**config.mk**
```make
export PLATFORM = sky130hd
export DESIGN_NAME = cmp_arbiter
export DESIGN_NICKNAME = d
export VERILOG_FILES = /design/src/rtl/cmp_arbiter.sv
export SDC_FILE = /design/constraint.sdc
export NUM_CORES = 1
export LEC_CHECK = 0
export CAP_MARGIN = 10
export CORE_AREA = 2 2 134 136
export DETAILED_ROUTE_END_ITERATION = 10
export DIE_AREA = 0 0 136 138
export GPL_TIMING_DRIVEN = 0
export PLACE_DENSITY = 0.77
export REMOVE_ABC_BUFFERS = 1
export SLEW_MARGIN = 30
export SYNTH_ARGS = -nofsm -noshare
export SYNTH_HDL_FRONTEND = slang
export SYNTH_SLANG_ARGS = --single-unit
export TNS_END_PERCENT = 20
```
**constraint.sdc**
```tcl
create_clock -name clk -period 2.1 [get_ports clk]
set_input_delay 0.21 -clock clk [delete_from_list [all_inputs] [get_ports clk]]
set_output_delay 0.21 -clock clk [all_outputs]
set_load 0.01 [all_outputs]
```
**src/rtl/cmp_arbiter.sv**
```systemverilog
// cmp_arbiter: shares one asynchronous equalOrNot comparator among N clocked requesters.
// Round-robin picks a requester, its operands are registered onto cmp_x_o/cmp_y_o, and the
// comparator's four-phase req/fin handshake is sequenced with its outputs double-flop
// synchronized. The verdict returns as a one-cycle done_o pulse; a watchdog aborts stalls.
//
// Ports:
//   clk, rst                      clock, synchronous active-high reset
//   req_i[N]                      level requests, held until the matching done_o bit pulses
//   x_i, y_i[N*Width]             packed operands, slice i = [i*Width +: Width]
//   done_o[N]                     one-hot completion pulse
//   equal_o, notEqual_o, err_o    verdict / abort flag, valid with done_o
//   busy_o                        high whenever the controller is not idle
//   grant_o                       current or last granted requester
//   cmp_req_o, cmp_x_o, cmp_y_o   registered request and operands to the comparator
//   cmp_fin_i, cmp_equal_i,
//   cmp_notEqual_i                asynchronous comparator outputs
module cmp_arbiter #(
    parameter int unsigned N       = 4,
    parameter int unsigned Width   = 32,
    parameter int unsigned TIMEOUT = 255
) (
    input  logic                   clk,
    input  logic                   rst,
    input  logic [N-1:0]           req_i,
    input  logic [N*Width-1:0]     x_i,
    input  logic [N*Width-1:0]     y_i,
    output logic [N-1:0]           done_o,
    output logic                   equal_o,
    output logic                   notEqual_o,
    output logic                   err_o,
    output logic                   busy_o,
    output logic [$clog2(N)-1:0]   grant_o,
    output logic                   cmp_req_o,
    output logic [Width-1:0]       cmp_x_o,
    output logic [Width-1:0]       cmp_y_o,
    input  logic                   cmp_fin_i,
    input  logic                   cmp_equal_i,
    input  logic                   cmp_notEqual_i
);

    localparam int unsigned GW = $clog2(N);
    localparam int unsigned CW = $clog2(TIMEOUT + 1);

    typedef enum logic [2:0] {StIdle, StSetup, StWaitFin, StWaitClr, StDone} state_e;

    state_e             state_q, state_d;
    logic [GW-1:0]      ptr_q, ptr_d;
    logic [GW-1:0]      grant_q, grant_d;
    logic [Width-1:0]   cmp_x_q, cmp_x_d;
    logic [Width-1:0]   cmp_y_q, cmp_y_d;
    logic               cmp_req_q, cmp_req_d;
    logic [CW-1:0]      wdog_q, wdog_d;
    logic               cap_eq_q, cap_eq_d;
    logic               cap_ne_q, cap_ne_d;
    logic               err_flag_q, err_flag_d;
    logic [N-1:0]       done_q, done_d;
    logic               equal_q, equal_d;
    logic               not_equal_q, not_equal_d;
    logic               err_q, err_d;
    logic               busy_q, busy_d;
    // {fin, equal, notEqual}: first stage, then the usable *_s stage
    logic [2:0]         sync1_q, sync1_d;
    logic [2:0]         sync_s_q, sync_s_d;

    logic               cmp_fin_s, cmp_equal_s, cmp_notEqual_s;
    logic [GW-1:0]      win, idx;
    logic               win_vld;
    logic               go_done, abort;

    logic [Width-1:0]   x_arr [N];
    logic [Width-1:0]   y_arr [N];

    for (genvar g = 0; g < N; g++) begin : g_slice
        assign x_arr[g] = x_i[g*Width +: Width];
        assign y_arr[g] = y_i[g*Width +: Width];
    end

    assign cmp_fin_s      = sync_s_q[2];
    assign cmp_equal_s    = sync_s_q[1];
    assign cmp_notEqual_s = sync_s_q[0];

    // Round-robin search starting at the pointer, wrapping N-1 -> 0
    always_comb begin
        win     = ptr_q;
        idx     = ptr_q;
        win_vld = 1'b0;
        for (int unsigned k = 0; k < N; k++) begin
            idx = GW'((32'(ptr_q) + k) % N);
            if (!win_vld && req_i[idx]) begin
                win     = idx;
                win_vld = 1'b1;
            end
        end
    end

    always_comb begin
        state_d     = state_q;
        ptr_d       = ptr_q;
        grant_d     = grant_q;
        cmp_x_d     = cmp_x_q;
        cmp_y_d     = cmp_y_q;
        cmp_req_d   = cmp_req_q;
        wdog_d      = wdog_q;
        cap_eq_d    = cap_eq_q;
        cap_ne_d    = cap_ne_q;
        err_flag_d  = err_flag_q;
        done_d      = '0;
        equal_d     = 1'b0;
        not_equal_d = 1'b0;
        err_d       = 1'b0;
        go_done     = 1'b0;
        abort       = 1'b0;
        sync1_d     = {cmp_fin_i, cmp_equal_i, cmp_notEqual_i};
        sync_s_d    = sync1_q;

        unique case (state_q)
            StIdle: begin
                // A fin still high from an aborted transaction blocks new grants
                if (win_vld && !cmp_fin_s) begin
                    grant_d    = win;
                    cmp_x_d    = x_arr[win];
                    cmp_y_d    = y_arr[win];
                    err_flag_d = 1'b0;
                    state_d    = StSetup;
                end
            end
            StSetup: begin
                // Operands were registered last cycle; raise req only now
                cmp_req_d = 1'b1;
                wdog_d    = '0;
                state_d   = StWaitFin;
            end
            StWaitFin: begin
                if (cmp_fin_s) begin
                    cap_eq_d   = cmp_equal_s;
                    cap_ne_d   = cmp_notEqual_s;
                    err_flag_d = (cmp_equal_s == cmp_notEqual_s);
                    cmp_req_d  = 1'b0;
                    wdog_d     = '0;
                    state_d    = StWaitClr;
                end else if (wdog_q == CW'(TIMEOUT)) begin
                    abort = 1'b1;
                end else begin
                    wdog_d = wdog_q + 1'b1;
                end
            end
            StWaitClr: begin
                if (!cmp_fin_s) begin
                    go_done = 1'b1;
                end else if (wdog_q == CW'(TIMEOUT)) begin
                    abort = 1'b1;
                end else begin
                    wdog_d = wdog_q + 1'b1;
                end
            end
            StDone: begin
                ptr_d   = (grant_q == GW'(N - 1)) ? '0 : grant_q + 1'b1;
                state_d = StIdle;
            end
            default: state_d = StIdle;
        endcase

        if (abort) begin
            cmp_req_d  = 1'b0;
            err_flag_d = 1'b1;
            go_done    = 1'b1;
        end

        // Outputs are registered, so they are loaded on the edge entering DONE
        if (go_done) begin
            state_d          = StDone;
            done_d[grant_q]  = 1'b1;
            err_d            = err_flag_d;
            equal_d          = !err_flag_d && cap_eq_d;
            not_equal_d      = !err_flag_d && cap_ne_d;
        end

        busy_d = (state_d != StIdle);
    end

    always_ff @(posedge clk) begin
        if (rst) begin
            state_q     <= StIdle;
            ptr_q       <= '0;
            grant_q     <= '0;
            cmp_x_q     <= '0;
            cmp_y_q     <= '0;
            cmp_req_q   <= 1'b0;
            wdog_q      <= '0;
            cap_eq_q    <= 1'b0;
            cap_ne_q    <= 1'b0;
            err_flag_q  <= 1'b0;
            done_q      <= '0;
            equal_q     <= 1'b0;
            not_equal_q <= 1'b0;
            err_q       <= 1'b0;
            busy_q      <= 1'b0;
            sync1_q     <= '0;
            sync_s_q    <= '0;
        end else begin
            state_q     <= state_d;
            ptr_q       <= ptr_d;
            grant_q     <= grant_d;
            cmp_x_q     <= cmp_x_d;
            cmp_y_q     <= cmp_y_d;
            cmp_req_q   <= cmp_req_d;
            wdog_q      <= wdog_d;
            cap_eq_q    <= cap_eq_d;
            cap_ne_q    <= cap_ne_d;
            err_flag_q  <= err_flag_d;
            done_q      <= done_d;
            equal_q     <= equal_d;
            not_equal_q <= not_equal_d;
            err_q       <= err_d;
            busy_q      <= busy_d;
            sync1_q     <= sync1_d;
            sync_s_q    <= sync_s_d;
        end
    end

    assign done_o     = done_q;
    assign equal_o    = equal_q;
    assign notEqual_o = not_equal_q;
    assign err_o      = err_q;
    assign busy_o     = busy_q;
    assign grant_o    = grant_q;
    assign cmp_req_o  = cmp_req_q;
    assign cmp_x_o    = cmp_x_q;
    assign cmp_y_o    = cmp_y_q;

endmodule

```
==> results.md <==
- Count of non-filler cells in the finished layout: 1183
- Clock-pin slew on the worst setup and hold paths: ~0.08 ns
- Router iterations before antenna repair: 7
- CP endpoint: cmp_x_o[23]
- Post-synth cell types: 42
- Highest routed layer: met4
- Latest clock arrival within the worst-skew pair: 0.35 ns
- Setup Viol. Count Final: 64
- Fin worst setup slack: -0.1084 ns
- Metal-1 WL: 10950 um
- WL final: 26590 um
- Core area: 0.01753 mm^2
- I/O Buffers: 339
- Die width: 136 um
- Worst setup path start: ptr_q[1]
- Post-synthesis mux area share: 0.1404
- Filler cell count: 1556
- H-tree depth: 3
- CP Buf/Inv Count: 2
- Leakage: 3.966 nW
- Final min period: approximately 2.2 ns
- Hold path depth: 2
- Initial antenna violation count: 0
- Syn_area_per_cell: 8.968 um^2
- Max VDD drop: 0.3557 mV
- Critical path cell sequence: buf_6 > nor3_4 > or4_4 > buf_12 > nand2_8 > mux2_4 > a221o_1
- Area leader, netlist: dfxtp_1
- Crit path max-delay cell type: or4_4
- Critical path's top delay family: simple AND/OR/NAND/NOR gates
- Total track usage: 0.2717
- Ys async rst share: 0
- Mapped Area: 0.005416 mm^2
- Flops & latches, synth: 97
- Post-synthesis simple-gate area fraction: 0.1471
- Clock Skew: 0.009412 ns
- Largest net degree at the start of global routing: 58
- Crit-path max FO: 8
- Area Growth Syn to Fin: 88.15%
- Ant diodes: 0
- WL met2: 12660 um
- RSZ-0062 raised after global routing: true
- Post-synth EDFFs: 0
- I/O Pins: between 300 and 400
- Via count: 6560
- Layout cells sized above 1: 0.1709
- Logic depth of the worst register-to-register path: 7
- Flop-to-flop setup slack: -0.11 ns
- Worst EP required: 2.34 ns
- Root Driver: clkbuf_16
- PD cells: 616.2 mW/mm^2
- Commonest cells after routing, fill and taps aside: clkdlybuf4s50_1, dfxtp_1, a21oi_1, o21ai_0
- DR WL/cell: 22.48 um
- Yosys warning total: 0
- Final #Nets: 1219
- Clk sinks: 97
- Synth Area in Compound Gates: 0.2670
- Final GP Congestion: 0.8352
- Max_slew headroom: 0.4353
- Vias in the first global route: ~6.5k
- Die height: 138 um
- Max Fclk: 0.4528 GHz
- Final Hold Viols: 0
- Status: complete, but fails checks
- CTS tree: built
- 1st-iter DRT viols: 469
- Clk buf depth: 2
- Period utilisation layout: 1.052
- XOR/XNOR Fraction of Synth Area: 0.009702
- Mapped Cells: 604
- Global-route wire length before repair: 38640 um
- Reg2Reg Launch Point: ptr_q[1]
- DRC Markers: 0
- Main synth FF type: dfxtp_1
- DIE AREA: 0.01877 mm^2
- Max Cap Violations: 0
- Initial Util: 0.3089
- Worst Hold Class: primary input to flop
- Area share of the largest cell type after synthesis: 0.3585
- Largest family of logic cells by synthesized area: compound AO/OA/AOI/OAI gates
- Setup crit start kind: flop
- Met3 WL: between 2000 and 2500 um
- Max-slew violation count: 0
- Critical Path End Type: flop
- Pre-CTS WS: -1.385 ns
- DP Wirelength: approximately 16000 um
- CTS buffer count: 9
- Max incr delay on CP: approximately 0.58 ns
- CP Depth: 7
- DR vias/cell: 5.545
- Detail Route Antenna Nets: 0
- Worst slew pin tran: roughly 0.85 ns
- Synth top area cells: dfxtp_1, mux2_1, a221o_1, a21oi_1, o21ai_0
- Cts hold-fix bufs: 0
- Placed Cells: 1127
- Total grt overflow: 0
- Sequential-to-total area share from yosys stat: 0.3585
- Design Power: about 6.3 mW
- Most common cell after layout, fill and taps aside: clkdlybuf4s50_1
- RR Endpoint: cmp_x_o[23]
- WS Path Type: flop to flop
- Row cnt: 49
- Critical Path AT: 2.45 ns
- Post-Synth Adder-Cell Area: 0.01340
- Failing checks: setup timing
-- final cells by class --
| type | instances | area (um^2) | share of cell area |
|---|---|---|---|
| Tap cell | 229 | 286.5 | 0.02812 |
| Sequential cell | 97 | 1948 | 0.1912 |
| Timing Repair Buffer | 381 | 3935 | 0.3861 |
| Clock buffer | 9 | 225.2 | 0.02210 |
| Multi-Input combinational cell | 456 | 3712 | 0.3643 |
| Clock inverter | 7 | 68.82 | 0.006753 |
| Inverter | 4 | 15.01 | 0.001473 |
-- routing by layer --
| layer | global-route usage | up-vias |
|---|---|---|
| li1 | - | 3010 |
| met2 | 0.4533 | 344 |
| met3 | 0.05647 | 55 |
| met1 | 0.3391 | 3151 |
| met5 | 0 | - |
| met4 | 0.1107 | 0 |
-- synth_stat cells, drive strengths merged, types with 2 or more instances --
| cell | count |
|---|---|
| a211oi | 2 |
| a21oi | 72 |
| a221o | 64 |
| and2 | 4 |
| and3 | 7 |
| buf | 23 |
| clkbuf | 36 |
| dfxtp | 97 |
| ha | 5 |
| inv | 4 |
| mux2 | 64 |
| mux2i | 4 |
| nand2 | 8 |
| nand2b | 2 |
| nand3 | 67 |
| nand3b | 2 |
| nor2 | 21 |
| nor2b | 13 |
| nor3 | 9 |
| nor3b | 5 |
| nor4 | 2 |
| o21a | 2 |
| o21ai | 72 |
| o21bai | 3 |
| or4 | 2 |
| xnor2 | 6 |
-- flip-flops by register name, indices dropped and copies added (netlist names), 3 cells and up --
register and flops:
cmp_y_o 32, wdog_q 8, cmp_x_o 32, state_q 3, sync1_q 3, done_o 4, sync_s_q 3
-- stage by stage --
stage	util	area, um^2	TNS, ns	hold slack [ns]
6_report	0.5812	10190	-5.302	0.4076
5_1_grt	0.5812	10190	-8.412	0.4131
4_1_cts	0.5784	10140	-7.730	0.3943
3_5_place_dp	0.5188	9096	-87.20	0.4234
3_3_place_gp	0.4999	8766	-430.80	0.4200
2_1_floorplan	-	5086	-189.01	0.2791
-- power by group --
part	switching [mW]	total (mW)	leakage (nW)	internal, mW
logic	0.951	2.35	3.02	1.40
clock network	0.841	1.68	0.146	0.842
registers	0.160	2.25	0.798	2.09
-- how the worst min path moves through the flow --
stage / start / to / slack [ns]
6_report: cmp_fin_i / sync1_q[2] / 0.41
5_1_grt: cmp_notEqual_i / sync1_q[0] / 0.41
3_5_place_dp: sync1_q[0] / sync_s_q[0] / 0.42
4_1_cts: cmp_fin_i / sync1_q[2] / 0.39
3_3_place_gp: sync1_q[0] / sync_s_q[0] / 0.42
2_1_floorplan: rst / grant_o[0] / 0.28
-- repair_timing --
| action | in CTS | in global routing |
|---|---|---|
| setup endpoints to repair | 65 | 69 |
| gates resized for setup | 105 | 11 |
| buffers inserted | 26 | 1 |
| gates cloned | 12 | 1 |
| pin swaps | 69 | 8 |
-- cell families (layout without fill, tap and decap cells) --
family | count (synthesis) | in the layout
AO/OA/AOI/OAI | 219 | 219
AND/OR/NAND/NOR | 145 | 157
flip-flops | 97 | 97
multiplexers | 68 | 68
buffers and inverters | 63 | 401
adder cells (fa/ha/maj) | 6 | 6
XOR/XNOR | 6 | 6
(Power assumes the default switching activity.)
==> RTL edit 1: new RTL, same flow settings <==
Register the output `err_o` once more, with the module's reset; this adds one clock of latency there. The other outputs are not delayed to match.
--- a/src/rtl/cmp_arbiter.sv
+++ b/src/rtl/cmp_arbiter.sv
@@ -221,7 +221,13 @@
     assign done_o     = done_q;
     assign equal_o    = equal_q;
     assign notEqual_o = not_equal_q;
-    assign err_o      = err_q;
+    always_ff @(posedge clk) begin
+        if (rst) begin
+            err_o <= '0;
+        end else begin
+            err_o <= err_q;
+        end
+    end
     assign busy_o     = busy_q;
     assign grant_o    = grant_q;
     assign cmp_req_o  = cmp_req_q;
Function: no difference found for any inputs over 4 cycles, from zero or initial values and one cycle with rst high; that may be too few to reach the edited logic, so the function may still have changed.
==> RTL edit 1 against the original RTL <==
  * The flow still finishes with violations (negative setup slack)
  * Cell count shrank 0.59%
  * Worst setup slack lost 0.11 ns
  * Cell area shrank 1.1%
  * Clock skew shrank 0.0037 ns
  * Synthesized area shrank 0.23%
  * Non-clock buffer count grew 5
  * Wire length shrank 6.5%
  * Critical path depth is the same
  * Sequential cell count grew 1
  * Power shrank 2.1%
  * Hold slack gained 0.013 ns
  * Critical endpoint is now cmp_x_o[5]
==> RTL edit 1: results (changes against the original RTL) <==
Status: complete, but fails checks
Violated checks: negative setup slack
Crit-path leading delay family: simple AND/OR/NAND/NOR gates
Routed met3 length: 1.87 mm (-11%)
Crit Path Max Fanout: 8 (unchanged)
Cell chosen for the clock root: sky130_fd_sc_hd__clkbuf_16
Wire length of the first global-routing pass: 37.2 mm (-3.6%)
Count of cells along the worst hold path: 2 (unchanged)
Met1 GRT Util: 30.4% (-3.6 points)
Final HPWL from detailed placement: 16.3 mm (+3.4%)
All-layer global routing usage: 25.8% (-1.3 points)
Post-synthesis adder-cell area fraction: 1.16% (-0.18 points)
Kind of path behind the tightest hold check: input port to flop
Count of distinct cell types in the synthesized netlist: 46 (+9.5%)
Dpl cells: 1,127 (unchanged)
Met3 layer usage reported by global route: 8.98% (+3.3 points)
CTS buffer count: 9 (unchanged)
Final count of negative-setup-slack endpoints: 64 (unchanged)
Worst Min Path Start: cmp_notEqual_i
Top sig layer: met5
First-pass iteration count of the detailed router: 5 (-2)
Largest net degree at the start of global routing: 39 (-33%)
Total Wirelength: 24.9 mm (-6.5%)
Mux contribution to synthesized area: 14.3% (+0.22 points)
Non-filler cells, final: 1,176 (-0.59%)
Worst setup slack after layout: -0.217 ns (-0.108 ns)
Cell with the biggest individual delay on the critical path: sky130_fd_sc_hd__or4_4
Clock latency at the later pin of the worst-skew pair: 0.35 ns (about the same)
Hold Crit Endpoint: sync1_q[0]
Via count of the first global-routing pass: 6,555 (+1.5%)
Initial drt markers: 451 (-3.8%)
Leading cell types by total area after synthesis: sky130_fd_sc_hd__dfxtp_1, sky130_fd_sc_hd__a221o_1, sky130_fd_sc_hd__mux2_2
Yosys warns: 0 (unchanged)
Delay of the slowest critical-path stage: 0.58 ns (about the same)
Commonest cells in the synthesized netlist: sky130_fd_sc_hd__dfxtp_1, sky130_fd_sc_hd__a21oi_1, sky130_fd_sc_hd__nand3_1, sky130_fd_sc_hd__o21ai_0, sky130_fd_sc_hd__a221o_1
Post-route clock skew: 0.00569 ns (-0.00372 ns)
DRT met1 WL: 9.90 mm (-9.6%)
Synthesized instance count: 597 (-1.2%)
Placer's final routability congestion estimate: 0.826 (-1.1%)
DRC violation count after routing: 0 (unchanged)
Reg2Reg Depth: 7 (unchanged)
Port bufs: 339 (unchanged)
Met2 layer wire length in the routed design: 12.3 mm (-2.8%)
Worst path arrival time: 2.55 ns (+0.10 ns)
Worst VDD drop: 0.000498 V (+40%)
Via/cell ratio: 5.51 (-0.65%)
Xor and xnor area share after synthesis: 0.972% (+0.0022 points)
Antenna violations before repair: 2 (+2)
Static leakage power: 3.90 nW (-1.6%)
Fillers: 1,554 (-0.13%)
Endpoint of the most critical register-to-register path: cmp_x_o[5]
Slew margin rel.: 40.7% (-2.8 points)
Post-synthesis sequential area ratio: 36.3% (+0.45 points)
M2 GR Usage: 43.6% (-1.7 points)
Fraction of layout instances using a drive strength above 1: 15.9% (-1.2 points)
Most used flip-flop cell after synthesis: sky130_fd_sc_hd__dfxtp_1
Share of the synthesized area in compound gates (AO/OA/AOI/OAI): 26.9% (+0.20 points)
Pre-CTS setup slack: -1.36 ns (+0.0264 ns)
[RTL edit 1: cell types whose count changed after synthesis, sizes merged, moves of 3 or more]
cell	delta
clkbuf	-15
buf	+12
nor2	-7
o21ai	-5
xnor2	-5
xor2	+5
nand4	+4
nor3	-3
nor3b	-3
[RTL edit 1: how the worst max path moves through the flow]
| stage | startpoint | to | slack [ns] | depth (start not counted) |
|---|---|---|---|---|
| 2_1_floorplan | ptr_q[0] | cmp_x_o[21] | -5.38 | 5 |
| 3_3_place_gp | req_i[2] | cmp_y_o[22] | -11.29 | 6 |
| 3_5_place_dp | req_i[3] | cmp_y_o[7] | -1.36 | 7 |
| 4_1_cts | ptr_q[1] | cmp_x_o[21] | -0.21 | 7 |
| 5_1_grt | ptr_q[1] | cmp_y_o[12] | -0.24 | 7 |
| 6_report | ptr_q[1] | cmp_x_o[5] | -0.22 | 7 |
[RTL edit 1: timing repair]
item,4_1_cts,5_1_grt
endpoints found under the hold margin,0,0
pin swaps,53,5
hold buffers,0,0
setup endpoints to repair,65,68
gates resized for setup,71,10
gates cloned,6,0
setup buffers,21,6
[RTL edit 1: per-stage QoR]
step                hold slack, ns  TNS [ns]  instance area, sq um
floorplan                    0.279   -346.78                  5100
global placement             0.425   -728.27                  8780
detailed placement           0.429    -76.93                  9140
CTS                          0.405    -11.35                 10000
global route                 0.405    -12.54                 10100
finish                       0.421     -9.93                 10100
[RTL edit 1: worst register-to-register path, stage by stage (launching register included)]
cell,delay [ns]
sky130_fd_sc_hd__dfxtp_4,0.36
sky130_fd_sc_hd__and3b_2,0.20
sky130_fd_sc_hd__or4_4,0.58
sky130_fd_sc_hd__nand2_8,0.15
sky130_fd_sc_hd__buf_12,0.13
sky130_fd_sc_hd__buf_16,0.14
sky130_fd_sc_hd__mux2_4,0.33
sky130_fd_sc_hd__a221o_1,0.31
[RTL edit 1: layout make-up]
| type | count | area share, % |
|---|---|---|
| Antenna cell | 1 | 0.0248 |
| Clock buffer | 13 | 2.68 |
| Clock inverter | 3 | 0.460 |
| Inverter | 4 | 0.149 |
| Multi-Input combinational cell | 442 | 34.6 |
| Sequential cell | 98 | 19.5 |
| Tap cell | 229 | 2.84 |
| Timing Repair Buffer | 386 | 39.7 |
[RTL edit 1: cell families after synthesis]
family,count (synthesis)
multiplexers,69
AO/OA/AOI/OAI,217
flip-flops,98
adder cells (fa/ha/maj),5
buffers and inverters,60
AND/OR/NAND/NOR,142
XOR/XNOR,6
[RTL edit 1: power breakdown]
group	total, mW	leakage, nW	internal (mW)	switching (mW)
logic	2.12	2.94	1.30	0.825
registers	2.23	0.806	2.08	0.147
clock network	1.80	0.152	1.03	0.772
total	6.14	3.90	4.40	1.74
==> RTL edit 2: new RTL, same flow settings <==
Without the edit above. Change the parameter `TIMEOUT` from 255 to 510.
--- a/src/rtl/cmp_arbiter.sv
+++ b/src/rtl/cmp_arbiter.sv
@@ -17,7 +17,7 @@
 module cmp_arbiter #(
     parameter int unsigned N       = 4,
     parameter int unsigned Width   = 32,
-    parameter int unsigned TIMEOUT = 255
+    parameter int unsigned TIMEOUT = 510
 ) (
     input  logic                   clk,
     input  logic                   rst,
Formal check against the unedited RTL: no difference found for any inputs over 4 cycles, from zero or initial values and one cycle with rst high; that may be too few to reach the edited logic, so the function may still have changed.
==> RTL edit 2 against the original RTL <==
  * Clock power rose by 5%
  * Largest power group is now sequential cells
  * Cell area is 5.6% lower
  * Worst setup slack gained 0.18 ns
  * Wire length down 20%
  * Combinational power decreased by 14%
  * Synthesized area is 0.46% lower
  * Critical path depth rose by 1
  * Critical endpoint is now cmp_x_o[7]
  * Sequential power down 3%
  * Synthesized cell count shrank 13%
  * Clock skew increased by 0.00077 ns
  * Power down 4.8%
  * Non-clock buffer count fell by 16
  * Sequential cell count is 1 higher
==> RTL edit 2: results (changes against the original RTL) <==
Status: completed
Kind of path behind the tightest hold check: input port to flop
Final HPWL from detailed placement: 15.2 mm (-3.6%)
Placer's final routability congestion estimate: 0.841 (+0.65%)
Met3 layer usage reported by global route: 5.02% (-0.62 points)
Top sig layer: met4
Wire length of the first global-routing pass: 30.8 mm (-20%)
Worst VDD drop: 0.000400 V (+12%)
Via/cell ratio: 4.98 (-10%)
Fillers: 1,553 (-0.19%)
Crit Path Max Fanout: 9 (+1)
Resized cells post-CTS: 21 (-80%)
Net count, final: 1,135 (-6.9%)
Number of buffers inserted to repair setup after CTS: 15 (-42%)
All-layer global routing usage: 21.5% (-5.7 points)
First-pass iteration count of the detailed router: 4 (-3)
Mux contribution to synthesized area: 24.5% (+10 points)
Static leakage power: 3.41 nW (-14%)
Dpl cells: 1,061 (-5.9%)
Post-route clock skew: 0.0102 ns (+0.000772 ns)
Post-synthesis sequential area ratio: 36.4% (+0.54 points)
Average routed wire per standard cell: 19.4 um (-14%)
Fraction of area in non-clock buffers: 39.8% (+1.2 points)
Met1 GRT Util: 24.5% (-9.4 points)
Delay of the slowest critical-path stage: 0.56 ns (-0.02 ns)
DRT met1 WL: 8.48 mm (-23%)
Share of the synthesized area in compound gates (AO/OA/AOI/OAI): 16.2% (-10 points)
Mean Syn Cell Area: 10.3 sq um (+15%)
Crit-path leading delay family: buffers and inverters
Routed met3 length: 1.33 mm (-36%)
Clock latency at the later pin of the worst-skew pair: 0.35 ns (about the same)
Proportion of cell area spent on the clock network: 3.22% (+0.34 points)
Number of flip-flops and latches: 98 (+1.0%)
Synthesis-to-layout area growth: 78.5%
M2 GR Usage: 39.6% (-5.7 points)
Commonest cells in the synthesized netlist: sky130_fd_sc_hd__mux2i_1, sky130_fd_sc_hd__dfxtp_1, sky130_fd_sc_hd__nand2_1, sky130_fd_sc_hd__o221ai_1, sky130_fd_sc_hd__o221ai_2
Placed cell area: 0.00890 sq mm (-2.1%)
Worst path arrival time: 2.25 ns (-0.20 ns)
Register fraction of the total cell area: 20.4% (+1.3 points)
Number of ordinary inverters in the final layout: 10 (+6)
Fraction of layout instances using a drive strength above 1: 10.6% (-6.5 points)
Via count of the first global-routing pass: 5,504 (-15%)
Initial drt markers: 240 (-49%)
Number of multi-input logic gates: 380 (-17%)
Xor and xnor area share after synthesis: 1.14% (+0.17 points)
Cell with the biggest individual delay on the critical path: sky130_fd_sc_hd__clkdlybuf4s50_1
Multi-input combinational area share: 33.2% (-3.2 points)
Pre-CTS setup slack: -1.05 ns (+0.340 ns)
Total Wirelength: 21.3 mm (-20%)
Count of distinct cell types in the synthesized netlist: 49 (+17%)
Post-synthesis adder-cell area fraction: 1.39% (+0.053 points)
Netlist Area Pre-Place: 0.00539 sq mm (-0.46%)
Number of signal-net buffers in the layout: 365 (-4.2%)
Largest net degree at the start of global routing: 42 (-28%)
Met2 layer wire length in the routed design: 11.1 mm (-13%)
Leading cell types by total area after synthesis: sky130_fd_sc_hd__dfxtp_1, sky130_fd_sc_hd__mux2i_1, sky130_fd_sc_hd__o221ai_1
-- RTL edit 2: cell count changes in the layout (fill, tap and decap cells not counted), sizes merged, moves of 4 or more --
| cell | change |
|---|---|
| or4 | -5 |
| a221o | -64 |
| nor4 | +4 |
| inv | +5 |
| o221ai | +63 |
| nand2 | +54 |
| a21oi | -66 |
| mux2i | +128 |
| mux2 | -64 |
| o21ai | -65 |
| and3 | -5 |
| nand3 | -59 |
| buf | -18 |
-- RTL edit 2: power breakdown --
group	switching [mW]	internal (mW)
clock network	0.821	0.949
registers	0.123	2.07
logic	0.806	1.21
-- RTL edit 2: worst paths after layout --
kind                    from     endpoint  slack [ns]  cells past startpoint
hold reg to reg   sync1_q[1]  sync_s_q[1]        0.44                      1
setup reg to reg  state_q[1]  cmp_x_o[15]        0.16                      6
hold / removal     cmp_fin_i   sync1_q[2]        0.40                      2
setup / recovery    req_i[2]   cmp_x_o[7]        0.07                      8
